`config.mk`:
```
export PLATFORM = sky130hd
export DESIGN_NAME = spi_request_arbiter_flat
export DESIGN_NICKNAME = d
export VERILOG_FILES = /design/src/rtl/spi_request_arbiter_if.sv /design/src/rtl/spi_request_arbiter.sv /design/src/flat_wrapper.sv
export SDC_FILE = /design/constraint.sdc
export NUM_CORES = 1
export LEC_CHECK = 0
export CAP_MARGIN = 0
export CORE_MARGIN = 2
export CORE_UTILIZATION = 30
export DETAILED_ROUTE_END_ITERATION = 6
export GPL_ROUTABILITY_DRIVEN = 1
export SLEW_MARGIN = 20
export SYNTH_ARGS = -nofsm -noshare
export SYNTH_HDL_FRONTEND = slang
export SYNTH_SLANG_ARGS = --single-unit
```
`constraint.sdc`:
```
create_clock -name clk -period 1.95 [get_ports clk]
set_input_delay 0.585 -clock clk [delete_from_list [all_inputs] [get_ports clk]]
set_output_delay 0.585 -clock clk [all_outputs]
set_load 0.01 [all_outputs]
```
`src/rtl/spi_request_arbiter_if.sv`:
```
// Command/response bus between the request arbiter and the quick_spi master.
// The master modport is the arbiter side; the slave modport is the quick_spi side.
interface spi_request_arbiter_if #(
    parameter int NUMBER_OF_SLAVES    = 2,
    parameter int INCOMING_DATA_WIDTH = 8,
    parameter int OUTGOING_DATA_WIDTH = 16
);
    logic                           spi_enable;
    logic                           spi_start_transaction;
    logic                           spi_operation;
    logic [NUMBER_OF_SLAVES-1:0]    spi_slave;
    logic [OUTGOING_DATA_WIDTH-1:0] spi_outgoing_data;
    logic                           spi_end_of_transaction;
    logic [INCOMING_DATA_WIDTH-1:0] spi_incoming_data;

    modport master (
        output spi_enable, spi_start_transaction, spi_operation, spi_slave, spi_outgoing_data,
        input  spi_end_of_transaction, spi_incoming_data
    );

    modport slave (
        input  spi_enable, spi_start_transaction, spi_operation, spi_slave, spi_outgoing_data,
        output spi_end_of_transaction, spi_incoming_data
    );
endinterface

```
`src/rtl/spi_request_arbiter.sv`:
```
// Round-robin arbiter sharing one quick_spi master between several clients,
// holding the winner's command stable for the whole transaction, with a hang timeout.
module spi_request_arbiter #(
    parameter int NUMBER_OF_REQUESTERS = 4,
    parameter int NUMBER_OF_SLAVES     = 2,
    parameter int INCOMING_DATA_WIDTH  = 8,
    parameter int OUTGOING_DATA_WIDTH  = 16,
    parameter int TIMEOUT_CYCLES       = 1024
) (
    input  logic                                            clk,
    input  logic                                            reset_n,
    input  logic [NUMBER_OF_REQUESTERS-1:0]                 req,
    input  logic [NUMBER_OF_REQUESTERS-1:0]                 req_operation,
    input  logic [NUMBER_OF_REQUESTERS*NUMBER_OF_SLAVES-1:0]    req_slave,
    input  logic [NUMBER_OF_REQUESTERS*OUTGOING_DATA_WIDTH-1:0] req_outgoing_data,
    output logic [NUMBER_OF_REQUESTERS-1:0]                 grant,
    output logic [NUMBER_OF_REQUESTERS-1:0]                 done,
    output logic [INCOMING_DATA_WIDTH-1:0]                  rsp_incoming_data,
    output logic                                            timeout_error,
    spi_request_arbiter_if.master                           spi
);

    localparam int IDX_W = $clog2(NUMBER_OF_REQUESTERS);
    localparam int CNT_W = (TIMEOUT_CYCLES > 0) ? $clog2(TIMEOUT_CYCLES + 1) : 1;
    localparam logic [CNT_W-1:0] CNT_MAX      = '1;
    localparam logic [CNT_W-1:0] TIMEOUT_LAST = CNT_W'((TIMEOUT_CYCLES > 0) ? TIMEOUT_CYCLES - 1 : 0);

    typedef enum logic [1:0] {IDLE, ISSUE, BUSY, COMPLETE} state_t;

    state_t                         state;
    state_t                         state_next;
    logic [IDX_W-1:0]               last;
    logic [IDX_W-1:0]               current;
    logic [IDX_W-1:0]               winner;
    logic                           found;
    int                             cand;
    logic [CNT_W-1:0]               timeout_count;
    logic                           timeout_hit;
    logic                           enable_q;
    logic                           start_q;
    logic                           operation_q;
    logic [NUMBER_OF_SLAVES-1:0]    slave_q;
    logic [OUTGOING_DATA_WIDTH-1:0] outgoing_q;

    // Search starts just after the previous winner, so the last served client ranks lowest.
    always_comb begin
        found  = 1'b0;
        winner = '0;
        cand   = 0;
        for (int k = 1; k <= NUMBER_OF_REQUESTERS; k++) begin
            cand = int'(last) + k;
            if (cand >= NUMBER_OF_REQUESTERS) cand = cand - NUMBER_OF_REQUESTERS;
            if (!found && req[cand]) begin
                found  = 1'b1;
                winner = IDX_W'(cand);
            end
        end
    end

    assign timeout_hit = (TIMEOUT_CYCLES > 0) && (timeout_count == TIMEOUT_LAST);

    always_comb begin
        state_next = state;
        case (state)
            IDLE:     if (found) state_next = ISSUE;
            ISSUE:    state_next = BUSY;
            BUSY:     if (spi.spi_end_of_transaction || timeout_hit) state_next = COMPLETE;
            COMPLETE: state_next = IDLE;
            default:  state_next = IDLE;
        endcase
    end

    always_ff @(posedge clk or negedge reset_n) begin
        if (!reset_n) state <= IDLE;
        else          state <= state_next;
    end

    // The end-of-transaction response wins over a timeout landing in the same cycle.
    always_ff @(posedge clk or negedge reset_n) begin
        if (!reset_n) begin
            last              <= IDX_W'(NUMBER_OF_REQUESTERS - 1);
            current           <= '0;
            grant             <= '0;
            done              <= '0;
            rsp_incoming_data <= '0;
            timeout_error     <= 1'b0;
            timeout_count     <= '0;
            enable_q          <= 1'b0;
            start_q           <= 1'b0;
            operation_q       <= 1'b0;
            slave_q           <= '0;
            outgoing_q        <= '0;
        end else begin
            enable_q      <= 1'b1;
            start_q       <= 1'b0;
            done          <= '0;
            timeout_error <= 1'b0;
            case (state)
                IDLE: begin
                    if (found) begin
                        grant         <= '0;
                        grant[winner] <= 1'b1;
                        current       <= winner;
                        operation_q   <= req_operation[winner];
                        slave_q       <= req_slave[winner*NUMBER_OF_SLAVES +: NUMBER_OF_SLAVES];
                        outgoing_q    <= req_outgoing_data[winner*OUTGOING_DATA_WIDTH +: OUTGOING_DATA_WIDTH];
                    end
                end
                ISSUE: begin
                    start_q       <= 1'b1;
                    timeout_count <= '0;
                end
                BUSY: begin
                    if (spi.spi_end_of_transaction) begin
                        rsp_incoming_data <= spi.spi_incoming_data;
                        done[current]     <= 1'b1;
                    end else if (timeout_hit) begin
                        rsp_incoming_data <= '0;
                        done[current]     <= 1'b1;
                        timeout_error     <= 1'b1;
                    end else if (timeout_count != CNT_MAX) begin
                        timeout_count <= timeout_count + 1'b1;
                    end
                end
                COMPLETE: begin
                    grant <= '0;
                    last  <= current;
                end
                default: ;
            endcase
        end
    end

    assign spi.spi_enable            = enable_q;
    assign spi.spi_start_transaction = start_q;
    assign spi.spi_operation         = operation_q;
    assign spi.spi_slave             = slave_q;
    assign spi.spi_outgoing_data     = outgoing_q;

endmodule

```
`src/flat_wrapper.sv`:
```
// flat-port wrapper written by rule: the top's interface ports become plain ports
module spi_request_arbiter_flat 
#(
    parameter int NUMBER_OF_REQUESTERS = 4,
    parameter int NUMBER_OF_SLAVES     = 2,
    parameter int INCOMING_DATA_WIDTH  = 8,
    parameter int OUTGOING_DATA_WIDTH  = 16,
    parameter int TIMEOUT_CYCLES       = 1024
)
  (clk, reset_n, req, req_operation, req_slave, req_outgoing_data, grant, done, rsp_incoming_data, timeout_error, spi_spi_enable, spi_spi_start_transaction, spi_spi_operation, spi_spi_slave, spi_spi_outgoing_data, spi_spi_end_of_transaction, spi_spi_incoming_data);
  spi_request_arbiter_if #(.NUMBER_OF_SLAVES(NUMBER_OF_SLAVES), .INCOMING_DATA_WIDTH(INCOMING_DATA_WIDTH), .OUTGOING_DATA_WIDTH(OUTGOING_DATA_WIDTH)) spi_i ();
  input  logic clk;
  input  logic reset_n;
  input  logic [NUMBER_OF_REQUESTERS-1:0] req;
  input  logic [NUMBER_OF_REQUESTERS-1:0] req_operation;
  input  logic [NUMBER_OF_REQUESTERS*NUMBER_OF_SLAVES-1:0] req_slave;
  input  logic [NUMBER_OF_REQUESTERS*OUTGOING_DATA_WIDTH-1:0] req_outgoing_data;
  output logic [NUMBER_OF_REQUESTERS-1:0] grant;
  output logic [NUMBER_OF_REQUESTERS-1:0] done;
  output logic [INCOMING_DATA_WIDTH-1:0] rsp_incoming_data;
  output logic timeout_error;
  output wire logic [$bits(spi_i.spi_enable)-1:0] spi_spi_enable;
  output wire logic [$bits(spi_i.spi_start_transaction)-1:0] spi_spi_start_transaction;
  output wire logic [$bits(spi_i.spi_operation)-1:0] spi_spi_operation;
  output wire logic [$bits(spi_i.spi_slave)-1:0] spi_spi_slave;
  output wire logic [$bits(spi_i.spi_outgoing_data)-1:0] spi_spi_outgoing_data;
  input wire logic [$bits(spi_i.spi_end_of_transaction)-1:0] spi_spi_end_of_transaction;
  input wire logic [$bits(spi_i.spi_incoming_data)-1:0] spi_spi_incoming_data;
  assign spi_spi_enable = spi_i.spi_enable;
  assign spi_spi_start_transaction = spi_i.spi_start_transaction;
  assign spi_spi_operation = spi_i.spi_operation;
  assign spi_spi_slave = spi_i.spi_slave;
  assign spi_spi_outgoing_data = spi_i.spi_outgoing_data;
  assign spi_i.spi_end_of_transaction = spi_spi_end_of_transaction;
  assign spi_i.spi_incoming_data = spi_spi_incoming_data;
  spi_request_arbiter #(.NUMBER_OF_REQUESTERS(NUMBER_OF_REQUESTERS), .NUMBER_OF_SLAVES(NUMBER_OF_SLAVES), .INCOMING_DATA_WIDTH(INCOMING_DATA_WIDTH), .OUTGOING_DATA_WIDTH(OUTGOING_DATA_WIDTH), .TIMEOUT_CYCLES(TIMEOUT_CYCLES)) u_core (.clk(clk), .reset_n(reset_n), .req(req), .req_operation(req_operation), .req_slave(req_slave), .req_outgoing_data(req_outgoing_data), .grant(grant), .done(done), .rsp_incoming_data(rsp_incoming_data), .timeout_error(timeout_error), .spi(spi_i));
endmodule
```
==> reports/metrics.cfg, run 1 <==
[place]
dp_hpwl_um=6416
place.gp.congestion=0.7895
placed_area_um2=4502
dp_worst_setup_slack_ps=-448.1
portBuffers=128

[critical_path]
worstPathArrival_ps=1260
path_buf_inv=1
critPathSlowestCell=clkdlybuf4s50_1
worstPathRequired_ps=1360
cpPeakStageDelay_ps=550
critPathCaptureType=output port
ff2ff_setup_slack_ps=190
cp_cell_sequence=clkdlybuf4s50_1
r2r_start=u_core.state[0]
crit_start=u_core.grant[2]
critPathKind=reg2out
critical_path.max_fanout=3
path_delay_family=buffers and inverters
start_kind=flop

[global_route]
grt_util_all_layers=0.1614
grt_overflow=0
grt_max_degree=28
grt_pass1_wl_um=13280
antenna_found_initial=0
grt_pass1_vias=2639

[clocking]
cts.sinks=55
post-cts-setup-buffer-count=0
clk_latency_ps=310
cts_root_buffer=clkbuf_8
clkTransAtPathRegs_ps=100
cts_max_path_buffers=2
cts_tree=built
postCtsHoldBufs=0
cts_buffers=5
htreeDepth=2

[sta]
hold-worst-slack_ps=164.0
period_share=0.9477
max_freq_mhz=541.1
setup_viol=0
fin_skew_ps=6.347
rsz0062_at_grt=yes
period_minus_slack_ps=1848
tightest_slew_ps=532.6
maxSlewViolCount=0
slew_headroom=0.6442
final.setup.worst_slack_ps=101.9
hold_viol_final=0

[power]
ir_drop_mv=0.5292
p_leak_uw=0.001969
power_uw=5469
p_per_area_nw_per_um2=1177

[drt]
wl_um=8786
route.detailed.drc=0
drt-pass1-iter-count=4
vias_per_cell=4.875
ant_nets=0
vias=2803
first_iter_violations=58
drt-wirelength-per-cell_um=15.28

[cells_and_area]
multi_input_area_um2=1395
n_antenna_cell=0
regArea_um2=1379
final_cell_mix=123 x clkdlybuf4s50_1, 53 x dfrtp_1, 38 x a211oi_1
design_area_um2=4646
nFillCells=954
areaGrowthSynthToFinish_pct=57.93
final_common_cell=clkdlybuf4s50_1
nets=538
drive_gt1_frac=0.1018

[outcome]
outcome=finished, final reports clean

[yosys]
syn-cell-area_um2=2942
synth_seq_area_share=0.4687
synth_edf_count=0
synthArstFlopShare=1.000
synth_ff_type=dfrtp_1
synth.distinct_cells=41
synth_seq_cells=55
synth_warnings=0
syn_nets=402
syn_area_per_cell_um2=9.644
synth_cells=305

[die]
die_w_um=103.0
die_area_um2=10610
io_pins=129
num_rows=36
start_util=0.3052
die_y_um=103.0
coreArea_um2=9639

[job]
drv_cap=0

[hold_path]
hold_class=in2async

-- per-layer routing --
| metal | track usage | part of all wire |
|---|---|---|
| met3 | 0.02034 | 0.028 |
| met1 | 0.2091 | 0.44 |
| met2 | 0.2812 | 0.52 |
| met5 | 0 | 0 |
| met4 | 0.04858 | 0.014 |
-- report_power, final --
group	switching (uW)	internal, uW
Combinational	1360	1620
Sequential	284	1580
Clock	375	247
Total	2020	3450
-- metrics by stage --
stage,std cells,utilization,setup TNS (ps)
after floorplan,305,-,0
after global placement,566,0.4670,-9470
after detailed placement,566,0.4670,-10720
after CTS,575,0.4801,0
after global routing,575,0.4820,-11.94
final,575,0.4820,0
-- final timing paths --
kind | end | cells after the start
worst min-delay path | u_core.timeout_count[8] | 1
min in group clk | u_core.rsp_incoming_data[0] | 1
worst min register to register | u_core.rsp_incoming_data[0] | 1
worst max-delay path | grant[2] | 1
worst max register to register | u_core.timeout_count[7] | 7
max in group asynchronous | u_core.grant[3] | 2
-- area by class of cell --
type,count,area share
Inverter,26,0.02101
Multi-Input combinational cell,203,0.3003
Clock buffer,5,0.01481
Clock inverter,3,0.003232
Sequential cell,55,0.2968
Tap cell,133,0.03582
Timing Repair Buffer,150,0.3280
-- flip-flops by register name, summed over array words and instances, names as in the netlist, 2 cells and up --
| signal | flops |
|---|---|
| u_core.current | 2 |
| u_core.grant | 4 |
| u_core.done | 4 |
| u_core.spi.spi_outgoing_data | 16 |
| u_core.timeout_count | 11 |
| u_core.rsp_incoming_data | 8 |
| u_core.last | 2 |
| u_core.spi.spi_slave | 2 |
| u_core.state | 2 |
-- cell usage after synthesis, drive strengths merged, types with 5 or more instances --
cell type / count / area [um^2]
a22o: 8 / 70.07
a211oi: 38 / 285.3
mux2i: 19 / 190.2
a31oi: 19 / 118.9
inv: 26 / 97.59
and2: 5 / 31.28
clkbuf: 9 / 33.78
nor3: 6 / 30.03
nor2: 29 / 108.9
o21ai: 14 / 70.07
nor2b: 7 / 43.79
nand3: 7 / 35.03
buf: 12 / 70.07
dfrtp: 53 / 1326
ha: 6 / 75.07
nand2: 12 / 45.04
-- repair_timing --
action                                  in CTS  in global routing
endpoints found under the setup margin      22                  4
pin swaps                                    1                  1
cloned                                       1                  0
resized for setup                            8                  4
-- cells by family after synthesis --
group / share of synthesized area
other: 0.001275
buffers and inverters: 0.06848
and+or+nand+nor: 0.1365
DFF: 0.4687
xor gates and xnor gates: 0.01489
AOI/OAI and AO/OA: 0.2123
adders and majority gates: 0.02552
muxes: 0.07231
Power figures use the tool's default switching activity.
==> run 2: changes to the inputs <==
--- a/config.mk
+++ b/config.mk
@@ -5,6 +5,7 @@
 export SDC_FILE = /design/constraint.sdc
 export NUM_CORES = 1
 export LEC_CHECK = 0
+export ABC_AREA = 1
 export CAP_MARGIN = 0
 export CORE_MARGIN = 2
 export CORE_UTILIZATION = 30
==> reports/metrics.cfg, run 2 <==
[place]
place.gp.congestion=0.7798  ; -1.2%
dp_hpwl_um=7816  ; +22%
placed_area_um2=4984  ; +11%
portBuffers=128  ; unchanged

[critical_path]
critical_path.max_fanout=8  ; +5
worstPathArrival_ps=2330  ; +1070 ps
critPathKind=reg2reg
worstPathRequired_ps=2180  ; +820 ps
critPathCaptureType=flop
start_kind=flop
cp_cell_sequence=inv_4 > nand2_2 > nand2_4 > nand2_2 > nand2_4 > nor2_4 > nand3_4 > buf_6 > nand2_8 > clkbuf_16 > nand2_1 > nand2_1 > nand2_1 > nand2_1 > nand2_1 > nand2_1
cpMostUsedCell=nand2_1
path_delay_family=simple AND/OR/NAND/NOR gates
critPathSlowestCell=dfstp_2
cpPeakStageDelay_ps=620  ; +70 ps
path_buf_inv=3  ; +2

[cells_and_area]
final_util=0.5116  ; +0.02964
largest_reg_flops=16  ; unchanged
n_antenna_cell=0  ; unchanged
design_area_um2=5767  ; +24%
regArea_um2=1379  ; unchanged
drive_gt1_frac=0.2138  ; +0.1120
final_cell_mix=227 x nand2_1, 123 x clkdlybuf4s50_1, 53 x dfrtp_1
nets=747  ; +39%
multi_input_area_um2=1973  ; +41%
final_common_cell=nand2_1
areaGrowthSynthToFinish_pct=67.84
nFillCells=1099  ; +15%

[yosys]
synthArstFlopShare=1.000  ; unchanged
syn-cell-area_um2=3436  ; +17%
netlist_top_cells_count=258 x nand2_1, 53 x dfrtp_1, 34 x nand3_1
synth_cells=489  ; +60%
synth_seq_area_share=0.4013  ; -0.06743
synth_top_area_frac=0.3860  ; -0.06486
synth_ff_type=dfrtp_1
syn_nets=586  ; +46%
synth_warnings=0  ; unchanged
synth_top_area_cell=dfrtp_1
syn_area_per_cell_um2=7.026  ; -27%
synth_edf_count=0  ; unchanged
synth_seq_cells=55  ; unchanged
synth.distinct_cells=30  ; -27%
yosysMostFrequentCell=nand2_1
synth.area.top_cells=dfrtp_1 39%, nand2_1 28%, nand3_2 6.1%, nand3_1 5.0%, inv_1 2.5%

[drt]
drt-wirelength-per-cell_um=14.55  ; -4.8%
drt-pass1-iter-count=5  ; +1
vias=3719  ; +33%
ant_nets=0  ; unchanged
wl_um=11540  ; +31%
route.detailed.drc=0  ; unchanged
vias_per_cell=4.690  ; -3.8%
first_iter_violations=147  ; +150%

[sta]
period_minus_slack_ps=2108  ; +260.1 ps
fin_skew_ps=4.682  ; -1.665 ps
rsz0062_at_grt=yes
maxSlewViolCount=0  ; unchanged
hold_viol_final=0  ; unchanged
period_share=1.081  ; +0.1334
hold-worst-slack_ps=197.2  ; +33.11 ps
max_freq_mhz=474.3  ; -12%
final.setup.worst_slack_ps=-158.3  ; -260.1 ps
setup_viol=26  ; +26

[die]
start_util=0.3048  ; -0.0003598
die_y_um=111.0  ; +7.8%
io_pins=129  ; unchanged
die_area_um2=12320  ; +16%
die_w_um=111.0  ; +7.8%
coreArea_um2=11270  ; +17%
num_rows=39  ; +8.3%

[outcome]
outcome=complete, but fails checks
violations=negative setup slack

[clocking]
cts_tree=built
clk_latency_ps=290  ; -20 ps
htreeDepth=2  ; unchanged
clkTransAtPathRegs_ps=70  ; -30 ps
cts_root_buffer=clkbuf_16
cts.sinks=55  ; unchanged
postCtsHoldBufs=0  ; unchanged
cts_buffers=5  ; unchanged
cts_max_path_buffers=2  ; unchanged

[global_route]
grt_max_degree=43  ; +54%
grt_pass1_wl_um=18710  ; +41%
grt_pass1_vias=3788  ; +44%
antenna_found_initial=0  ; unchanged
grt_overflow=0  ; unchanged
grt_util_all_layers=0.1851  ; +0.02366

[power]
ir_drop_mv=1.025  ; +94%
p_leak_uw=0.002811  ; +43%
p_per_area_nw_per_um2=1852  ; +57%
power_uw=10680  ; +95%

[job]
drv_cap=0  ; unchanged

[hold_path]
hold_class=in2async

==> run 2: cell count changes in the layout (fill, tap and decap cells not counted), moves of 8 or more <==
cell / delta
mux2i_1: -19
buf_4: +9
nand3_1: +26
nand2_1: +215
a31oi_1: -19
nor2_1: -13
nand3_2: +22
a211oi_1: -38
buf_16: +8
nand2_2: +30
a22o_1: -8
==> run 2: stage by stage <==
step	setup WS [ps]	TNS, ps	std cells
3_5_place_dp	-512.4	-12600	762
4_1_cts	-109.4	-2430	789
3_3_place_gp	-449.1	-10630	762
6_report	-158.3	-3357	793
5_1_grt	-304.1	-6896	793
2_1_floorplan	73.69	0	489
==> run 2: worst paths after layout <==
| kind | startpoint | endpoint | slack [ps] | cells past startpoint |
|---|---|---|---|---|
| worst max-delay path | u_core.last[0] | u_core.spi.spi_outgoing_data[14] | -160 | 16 |
| worst min-delay path | reset_n | u_core.spi.spi_enable | 200 | 1 |
| worst min register to register | u_core.rsp_incoming_data[7] | u_core.rsp_incoming_data[7] | 470 | 2 |
| min in group clk | u_core.rsp_incoming_data[7] | u_core.rsp_incoming_data[7] | 470 | 2 |
| max in group asynchronous | reset_n | u_core.last[0] | 1160 | 2 |
| worst max register to register | u_core.last[0] | u_core.spi.spi_outgoing_data[14] | -160 | 16 |
==> run 2: repair_timing <==
item                                    CTS  global route
pin swaps                                12            11
setup buffers                            13             2
endpoints found under the hold margin     0             0
gates cloned                              7             2
gates resized for setup                  41            43
endpoints found under the setup margin   25            44
==> run 2: final cells by class <==
type,count,share of cell area
tap,143,0.03103
inverter,28,0.01996
clock buffer,6,0.02235
multi-input combinational,382,0.3422
sequential,55,0.2391
clock inverter,1,0.005207
timing repair buffer,178,0.3402
==> run 2: report_power, final <==
group / leakage [uW] / switching [uW] / internal (uW)
Sequential: 0.000708 / 283 / 1550
Combinational: 0.00203 / 4070 / 3790
Clock: 0.0000769 / 385 / 600
==> run 2: cell families after synthesis <==
group | after synthesis | synth area share
adders and majority gates | 6 | 0.02185
DFF | 55 | 0.4013
AOI/OAI and AO/OA | 23 | 0.03896
xor gates and xnor gates | 4 | 0.01020
buffers and inverters | 52 | 0.07939
and+or+nand+nor | 348 | 0.4472
other | 1 | 0.001091
==> run 2: metal layers <==
metal / global-route usage / part of all wire / up-vias
met5: 0 / 0 / -
met4: 0.05432 / 0.023 / 0
met3: 0.03882 / 0.052 / 18
met2: 0.3157 / 0.50 / 98
met1: 0.2372 / 0.43 / 1754
li1: - / - / 1849
